### src/rtl/snake_score_keeper.sv
// Running game score for the snake scoreboard: digit-serial BCD adder with
// food-event buffering, 9999 saturation, game-over/new-game sequencing and high score.
module snake_score_keeper #(
  parameter int SCORE_WIDTH = 16,
  parameter int POINTS      = 1,
  parameter int PEND_WIDTH  = 3
) (
  input  logic                   i_Clk,
  input  logic                   i_Reset,
  input  logic                   i_FoodEaten,
  input  logic                   i_GameOver,
  input  logic                   i_NewGame,
  output logic [SCORE_WIDTH-1:0] o_Score,
  output logic [SCORE_WIDTH-1:0] o_HighScore,
  output logic                   o_Busy,
  output logic                   o_NewHigh,
  output logic                   o_Saturated
);

  typedef enum logic [1:0] {IDLE, ADD, OVER} state_t;

  localparam logic [3:0]            POINTS_BCD  = 4'(POINTS);
  localparam logic [PEND_WIDTH-1:0] PENDING_MAX = {PEND_WIDTH{1'b1}};
  localparam logic [SCORE_WIDTH-1:0] SCORE_MAX  = SCORE_WIDTH'(16'h9999);

  state_t                  state;
  logic [1:0]              digit_idx;
  logic                    carry;
  logic                    over_req;
  logic [PEND_WIDTH-1:0]   pending;
  logic [SCORE_WIDTH-1:0]  work;

  logic [3:0]              digit_in;
  logic [3:0]              addend;
  logic [4:0]              sum;
  logic [3:0]              digit_out;
  logic                    carry_out;
  logic [SCORE_WIDTH-1:0]  work_next;
  logic [SCORE_WIDTH-1:0]  commit_val;
  logic                    go_over;

  // One BCD digit of the working copy is updated per clock; o_Score only sees the final result.
  always_comb begin
    digit_in  = work[{digit_idx, 2'b00} +: 4];
    addend    = (digit_idx == 2'd0) ? POINTS_BCD : 4'd0;
    sum       = {1'b0, digit_in} + {1'b0, addend} + {4'd0, carry};
    digit_out = sum[3:0];
    carry_out = 1'b0;
    if (sum > 5'd9) begin
      digit_out = 4'(sum - 5'd10);
      carry_out = 1'b1;
    end
    work_next = work;
    work_next[{digit_idx, 2'b00} +: 4] = digit_out;
    commit_val = carry_out ? SCORE_MAX : work_next;
    go_over    = over_req | i_GameOver;
  end

  always_ff @(posedge i_Clk or posedge i_Reset) begin
    if (i_Reset) begin
      state       <= IDLE;
      digit_idx   <= 2'd0;
      carry       <= 1'b0;
      over_req    <= 1'b0;
      pending     <= '0;
      work        <= '0;
      o_Score     <= '0;
      o_HighScore <= '0;
      o_Busy      <= 1'b0;
      o_NewHigh   <= 1'b0;
      o_Saturated <= 1'b0;
    end else if (i_NewGame) begin
      state       <= IDLE;
      digit_idx   <= 2'd0;
      carry       <= 1'b0;
      over_req    <= 1'b0;
      pending     <= '0;
      o_Score     <= '0;
      o_Busy      <= 1'b0;
      o_NewHigh   <= 1'b0;
      o_Saturated <= 1'b0;
    end else begin
      case (state)
        IDLE: begin
          if (i_GameOver) begin
            pending <= '0;
            state   <= OVER;
            if (o_Score > o_HighScore) begin
              o_HighScore <= o_Score;
              o_NewHigh   <= 1'b1;
            end
          end else if (o_Saturated) begin
            pending <= '0;
          end else if (i_FoodEaten || pending != '0) begin
            work      <= o_Score;
            digit_idx <= 2'd0;
            carry     <= 1'b0;
            state     <= ADD;
            o_Busy    <= 1'b1;
            if (!i_FoodEaten) pending <= pending - 1'b1;
          end
        end

        ADD: begin
          work      <= work_next;
          carry     <= carry_out;
          digit_idx <= digit_idx + 2'd1;
          if (i_GameOver) over_req <= 1'b1;
          else if (i_FoodEaten && pending != PENDING_MAX) pending <= pending + 1'b1;
          // Last digit: commit atomically, then decide between IDLE and OVER.
          if (digit_idx == 2'd3) begin
            o_Score  <= commit_val;
            o_Busy   <= 1'b0;
            over_req <= 1'b0;
            carry    <= 1'b0;
            if (carry_out) begin
              o_Saturated <= 1'b1;
              pending     <= '0;
            end
            if (go_over) begin
              state   <= OVER;
              pending <= '0;
              if (commit_val > o_HighScore) begin
                o_HighScore <= commit_val;
                o_NewHigh   <= 1'b1;
              end
            end else begin
              state <= IDLE;
            end
          end
        end

        OVER: begin
        end

        default: state <= IDLE;
      endcase
    end
  end

endmodule

### config.mk
export PLATFORM = sky130hd
export DESIGN_NAME = snake_score_keeper
export DESIGN_NICKNAME = d
export VERILOG_FILES = /design/src/rtl/snake_score_keeper.sv
export SDC_FILE = /design/constraint.sdc
export NUM_CORES = 1
export LEC_CHECK = 0
export ABC_AREA = 0
export CAP_MARGIN = 20
export CORE_ASPECT_RATIO = 2
export CORE_MARGIN = 1.5
export CORE_UTILIZATION = 63
export CTS_CLUSTER_DIAMETER = 120
export DETAILED_ROUTE_END_ITERATION = 7
export PLACE_DENSITY = 0.86
export REMOVE_ABC_BUFFERS = 1
export SLEW_MARGIN = 40
export SYNTH_ARGS = -nofsm -noshare
export SYNTH_HDL_FRONTEND = slang
export SYNTH_SLANG_ARGS = --single-unit
### constraint.sdc
create_clock -name i_Clk -period 15.83 [get_ports i_Clk]
set_input_delay 3.9575 -clock i_Clk [delete_from_list [all_inputs] [get_ports i_Clk]]
set_output_delay 3.9575 -clock i_Clk [all_outputs]
set_load 0.02 [all_outputs]
Yosys cells after proc, flatten, opt, wreduce, memory -nomap -nowiden:

Index checks and enable logic that the tools add are counted.

* flip-flop bits (word level): 60
* bits of input ports: 5
* output and inout port bits: 35
* logic and storage cells: 140

* add/subtract/negate cells: 7
* $lt $le $gt $ge: 3
* eq/ne operators: 25
* shifts and indexed selects: 3
* muxes and demuxes: 68
* bitwise logic cells: 2
* reduce and logical (&&, ||, !) cells: 21

Operators with widths (number)
* $mux W16: 12
* $pmux W16 S2: 2
* $gt A16 B16 Y1: 2
* $mux W3: 10
* $ne A3 B3 Y1 const B: 9
* $mux W1: 26
* $mux W2: 10
* $ne A2 B2 Y1 const B: 9
* $bwmux W16: 1
* $shift A4 B6 Y16 const A: 1
* $shiftx A16 B5 Y4: 1
* $shiftx A4 B6 Y16: 1
* $ne A5 B5 Y1 const B: 2
* $reduce_and A5 Y1: 2
* $reduce_bool A3 Y1: 3
* $ne A4 B4 Y1 const B: 2
* $reduce_and A4 Y1: 2
* $reduce_bool A2 Y1: 4
* $reduce_and A7 Y1: 1
* $neg A4 Y6: 1
* $pmux W1 S2: 3
* $pmux W2 S3: 1
* $pmux W3 S2: 1
* $reduce_and A3 Y1: 2
* other kinds (18): 21

Logic depth before layout (Yosys ltp):

* word-level depth: 15
* gate-level depth with buffers: 26

Worst setup path before layout:

OpenSTA, ideal clock, no wires.

* path kind: input -> register
* start point: in i_GameOver
* end point: reg o_HighScore[0]
* setup time: 0.125 ns
* arrival time: 5.772 ns
* setup slack: 9.932 ns
* stages on the path: 9
* path buffers: 3
* cell sequence: clkbuf_1 > o21ai_0 > a311oi_1 > a21oi_1 > a2111oi_0 > o2111a_1 > buf_6 > buf_12 > mux2_4

* cells in the longest elaborated chain, start to end: 3

Ends and longest elaborated chain
* from (decl): RTL line 11 `input logic i_GameOver,`
* $or A1 B1 Y1: RTL line 56 `go_over = over_req | i_GameOver;`
* $ne A2 B2 Y1 (no source line)
* $reduce_and A7 Y1 (no source line) *
* to (signal assigned): RTL line 89 `o_HighScore <= o_Score;`
* to (signal assigned): RTL line 124 `o_HighScore <= commit_val;`
* to (decl): RTL line 14 `output logic [SCORE_WIDTH-1:0] o_HighScore,`

Mark *: on every way between the ends. The rest lies on a longest branch, timed or not.
A chain may end at the register's enable or synchronous reset.

Final worst setup path:

* start point: in i_GameOver
* end point: reg o_HighScore[8]

Same word-level chain as after synthesis.

==> reports/qor.csv <==
stage;metric;value;unit
status;result of the run;finished, final reports clean;
placement;number of port buffers;39;
cts;Resize count post-CTS;0;
setup_path;type of destination of the critical path;flop;
cts;TritonCTS sink count;60;
cts;H-Tree Depth;3;
synth;library cell occupying the most area in the post-synthesis netlist;dfrtp_1;
setup_path;beginning of the worst register-to-register path;digit_idx[0];
timing;clock tree skew after final layout;0.00798;ns
cts;Max clock buf depth;2;
power;peak supply drop;0.0000673;V
synth;top cells by area, synth;dfrtp_1 33%, ha_1 12%, o21ai_0 4.5%;
setup_path;endpoint of the worst-slack reg-to-reg timing path;o_HighScore[8];
floorplanning;Die Ht;122;um
route;Detailed Route Iter0 Violations;489;
setup_path;worst setup path start;i_GameOver;
synth;Synth Flop Type;dfrtp_1;
global_route;global router's overall resource usage;38.0;%
global_route;number of global-route vias before repair;4335;
timing;Setup Viol. Count Final;0;
cts;total CTS buffers;9;
global_route;pin count of the biggest net entering global routing;61;
power;pwr/cell area;121;mW/mm^2
placement;placer congestion estimate;1.01;
finish;Ant. Diodes;0;
synth;sequential area share after synthesis;33.5;%
finish;area growth from synthesis to layout;17.4;%
floorplanning;number of placed I/O pins;40;
synth;Synth Area per Inst;8.95;sq um
global_route;leftover overflow at the end of global routing;0;
synth;Yosys warning count;0;
min_path;endpoint of the worst hold-timing path;o_NewHigh;
route;detailed-route wire length per cell;22.2;um
synth;post-synthesis cell type count;65;
global_route;first-pass GRT wire length;22.0;mm
power;reported leakage power;2.34;nW
run;number of maximum-capacitance violations;0;
cts;TritonCTS clock tree;done;
timing;Highest Clock Rate;0.155;GHz
setup_path;type of the worst setup path;input port to flop;
cts;Clock transition at path regs;0.05;ns
synth;area share of the largest cell type after synthesis;33.5;%
timing;post-route setup TNS;0;ns
route;length of the first detailed-routing pass in iterations;5;
setup_path;delay of the slowest critical-path stage;0.68;ns
setup_path;cell with the largest stage delay on the worst path;o2111a_2;
placement;Placement Cell Area;0.00491;sq mm
route;drt via density;6.81;
timing;Final period util;40.7;%
timing;clock period minus worst slack;6.44;ns
timing;total count of hold-check failures in the final report;0;
setup_path;register-to-register setup slack;9.42;ns
floorplanning;FP Rows;43;
synth;Yosys reg bits;60;
timing;Worst-Margin Slew;0.687;ns
timing;Max Slew Vio Count;0;
min_path;Hold Path Cell Cnt;1;
finish;Filler Cell Count;504;
setup_path;crit-path cells;clkdlybuf4s50_1 > o21ai_0 > a311oi_1 > a21oi_1 > a2111oi_0 > o2111a_2 > mux2_2;
cts;root buf cell;clkbuf_16;
global_route;initial antenna violation count;0;
timing;unrepaired setup endpoints after global routing;false;
placement;DP Wirelength;10.1;mm
floorplanning;initial cell density of the core;65.1;%
finish;final standard cell area without fillers;0.00527;sq mm
route;post-detailed-route count of antenna-violating nets;0;
finish;layout cell share with drive strength beyond 1;9.85;%
synth;area of the mapped netlist;0.00449;sq mm
setup_path;crit-path max FO;17;
floorplanning;Die Width;62.7;um
synth;number of cells produced by synthesis;501;
min_path;Hold WC Path Type;flop to flop;
setup_path;WP data arrival;6.66;ns
synth;Post-synth EDFFs;0;
setup_path;Required @ worst endpoint;16.05;ns
synth;Synth async-reset ratio;100;%
cts;number of hold buffers added after CTS;0;
route;overall via count from detail_route;4276;
cts;setup repair bufs after CTS;0;
cts;clock latency on the worst-skew pair;0.34;ns
finish;post-layout util;76.5;%
setup_path;critical path startpoint category;input port;
floorplanning;area of the die;0.00767;sq mm
finish;number of nets in the finished design;583;
route;number of DRC violations after detailed routing;0;
timing;Slew Limit Headroom;53.7;%
floorplanning;Std-Cell Core Area;0.00689;sq mm
min_path;Worst Min Path Start;o_NewHigh;
route;post-detailed-routing wire length;13.9;mm
setup_path;r2r worst-path depth;20;
## placed cells by master (no fill, tap or decap), types with 5 or more instances in the layout
cell type	n
a21o_1	6
buf_4	5
nand3_1	8
mux2i_1	9
o21ai_0	39
nor2_1	49
nor2b_1	11
dfrtp_1	60
mux2_2	12
nand2_1	39
inv_1	41
clkdlybuf4s50_1	39
a211oi_1	18
mux2_4	5
nor3_1	10
o31ai_1	7
ha_1	44
a21oi_1	31
a311oi_1	5
a22oi_1	10
clkbuf_16	9
## Yosys cell counts, types with 7 or more instances
library cell,number
nor2b_1,11
a22oi_1,10
mux2i_1,9
dfrtp_1,60
nor2_1,49
clkbuf_1,20
nor3_1,10
ha_1,44
a21oi_1,31
inv_1,42
nand2_1,39
o21ai_0,40
o31ai_1,7
nand3_1,8
a211oi_1,18
mux2_2,12
## how the worst max path moves through the flow
stage	slack, ns	cells after the start	to
2_1_floorplan	9.98	6	o_HighScore[10]
3_3_place_gp	8.91	7	o_HighScore[8]
3_5_place_dp	9.05	7	o_HighScore[4]
4_1_cts	9.40	7	o_HighScore[8]
5_1_grt	8.91	20	o_HighScore[8]
6_report	9.39	7	o_HighScore[8]
## through the flow
| step | hold WS (ns) | std cells | worst slack [ns] | power (mW) |
|---|---|---|---|---|
| 4_1_cts | 0.519 | 628 | 9.40 | 0.632 |
| 3_3_place_gp | 0.481 | 612 | 8.91 | 0.391 |
| 2_1_floorplan | 0.455 | 477 | 9.98 | 0.326 |
| 6_report | 0.521 | 628 | 9.39 | 0.639 |
| 3_5_place_dp | 0.507 | 612 | 9.05 | 0.399 |
| 5_1_grt | 0.546 | 628 | 8.91 | 0.662 |
## state kept, by name (all words and copies together) (netlist names)
name         count
o_Score         16
state            2
digit_idx        2
carry            1
o_Busy           1
over_req         1
pending          3
o_Saturated      1
o_NewHigh        1
o_HighScore     16
work            16
## where the power goes
part,internal [mW],switching [mW]
logic,0.0906,0.128
clock network,0.162,0.0725
registers,0.169,0.0176
total,0.421,0.218
## cell families (layout without fill, tap and decap cells)
kind of cell,Yosys count,count (layout),share of synthesized area [%]
compound gates,151,151,22.1
buf+inv,66,103,6.25
flops,60,60,33.5
fa+ha+maj,46,46,12.9
simple gates,144,144,15.3
mux,30,30,8.95
xor+xnor,4,4,0.949
## layer usage
layer / vias to the layer above / GRT usage, % / share of wire (%) / routed length, um
li1: 1883 / - / - / -
met1: 2084 / 40.6 / 35 / 4860
met2: 235 / 69.2 / 53 / 7410
met3: 74 / 4.49 / 5.7 / 794
met4: 0 / 25.8 / 6.2 / 863
met5: - / 0 / 0 / 0
## final cells by class
cell class | count | area, sq um | area share [%]
Clock buffer | 12 | 256 | 4.87
Clock inverter | 4 | 95.1 | 1.81
Inverter | 42 | 158 | 2.99
Multi-Input combinational cell | 375 | 2710 | 51.4
Sequential cell | 60 | 1500 | 28.5
Tap cell | 90 | 113 | 2.14
Timing Repair Buffer | 45 | 439 | 8.34
## worst max-delay path: cells and delay by family
kind,cells,cell delay [ns]
buffers and inverters,1,0.67
AOI/OAI and AO/OA,5,1.63
muxes,1,0.40
(Power assumes the default switching activity.)
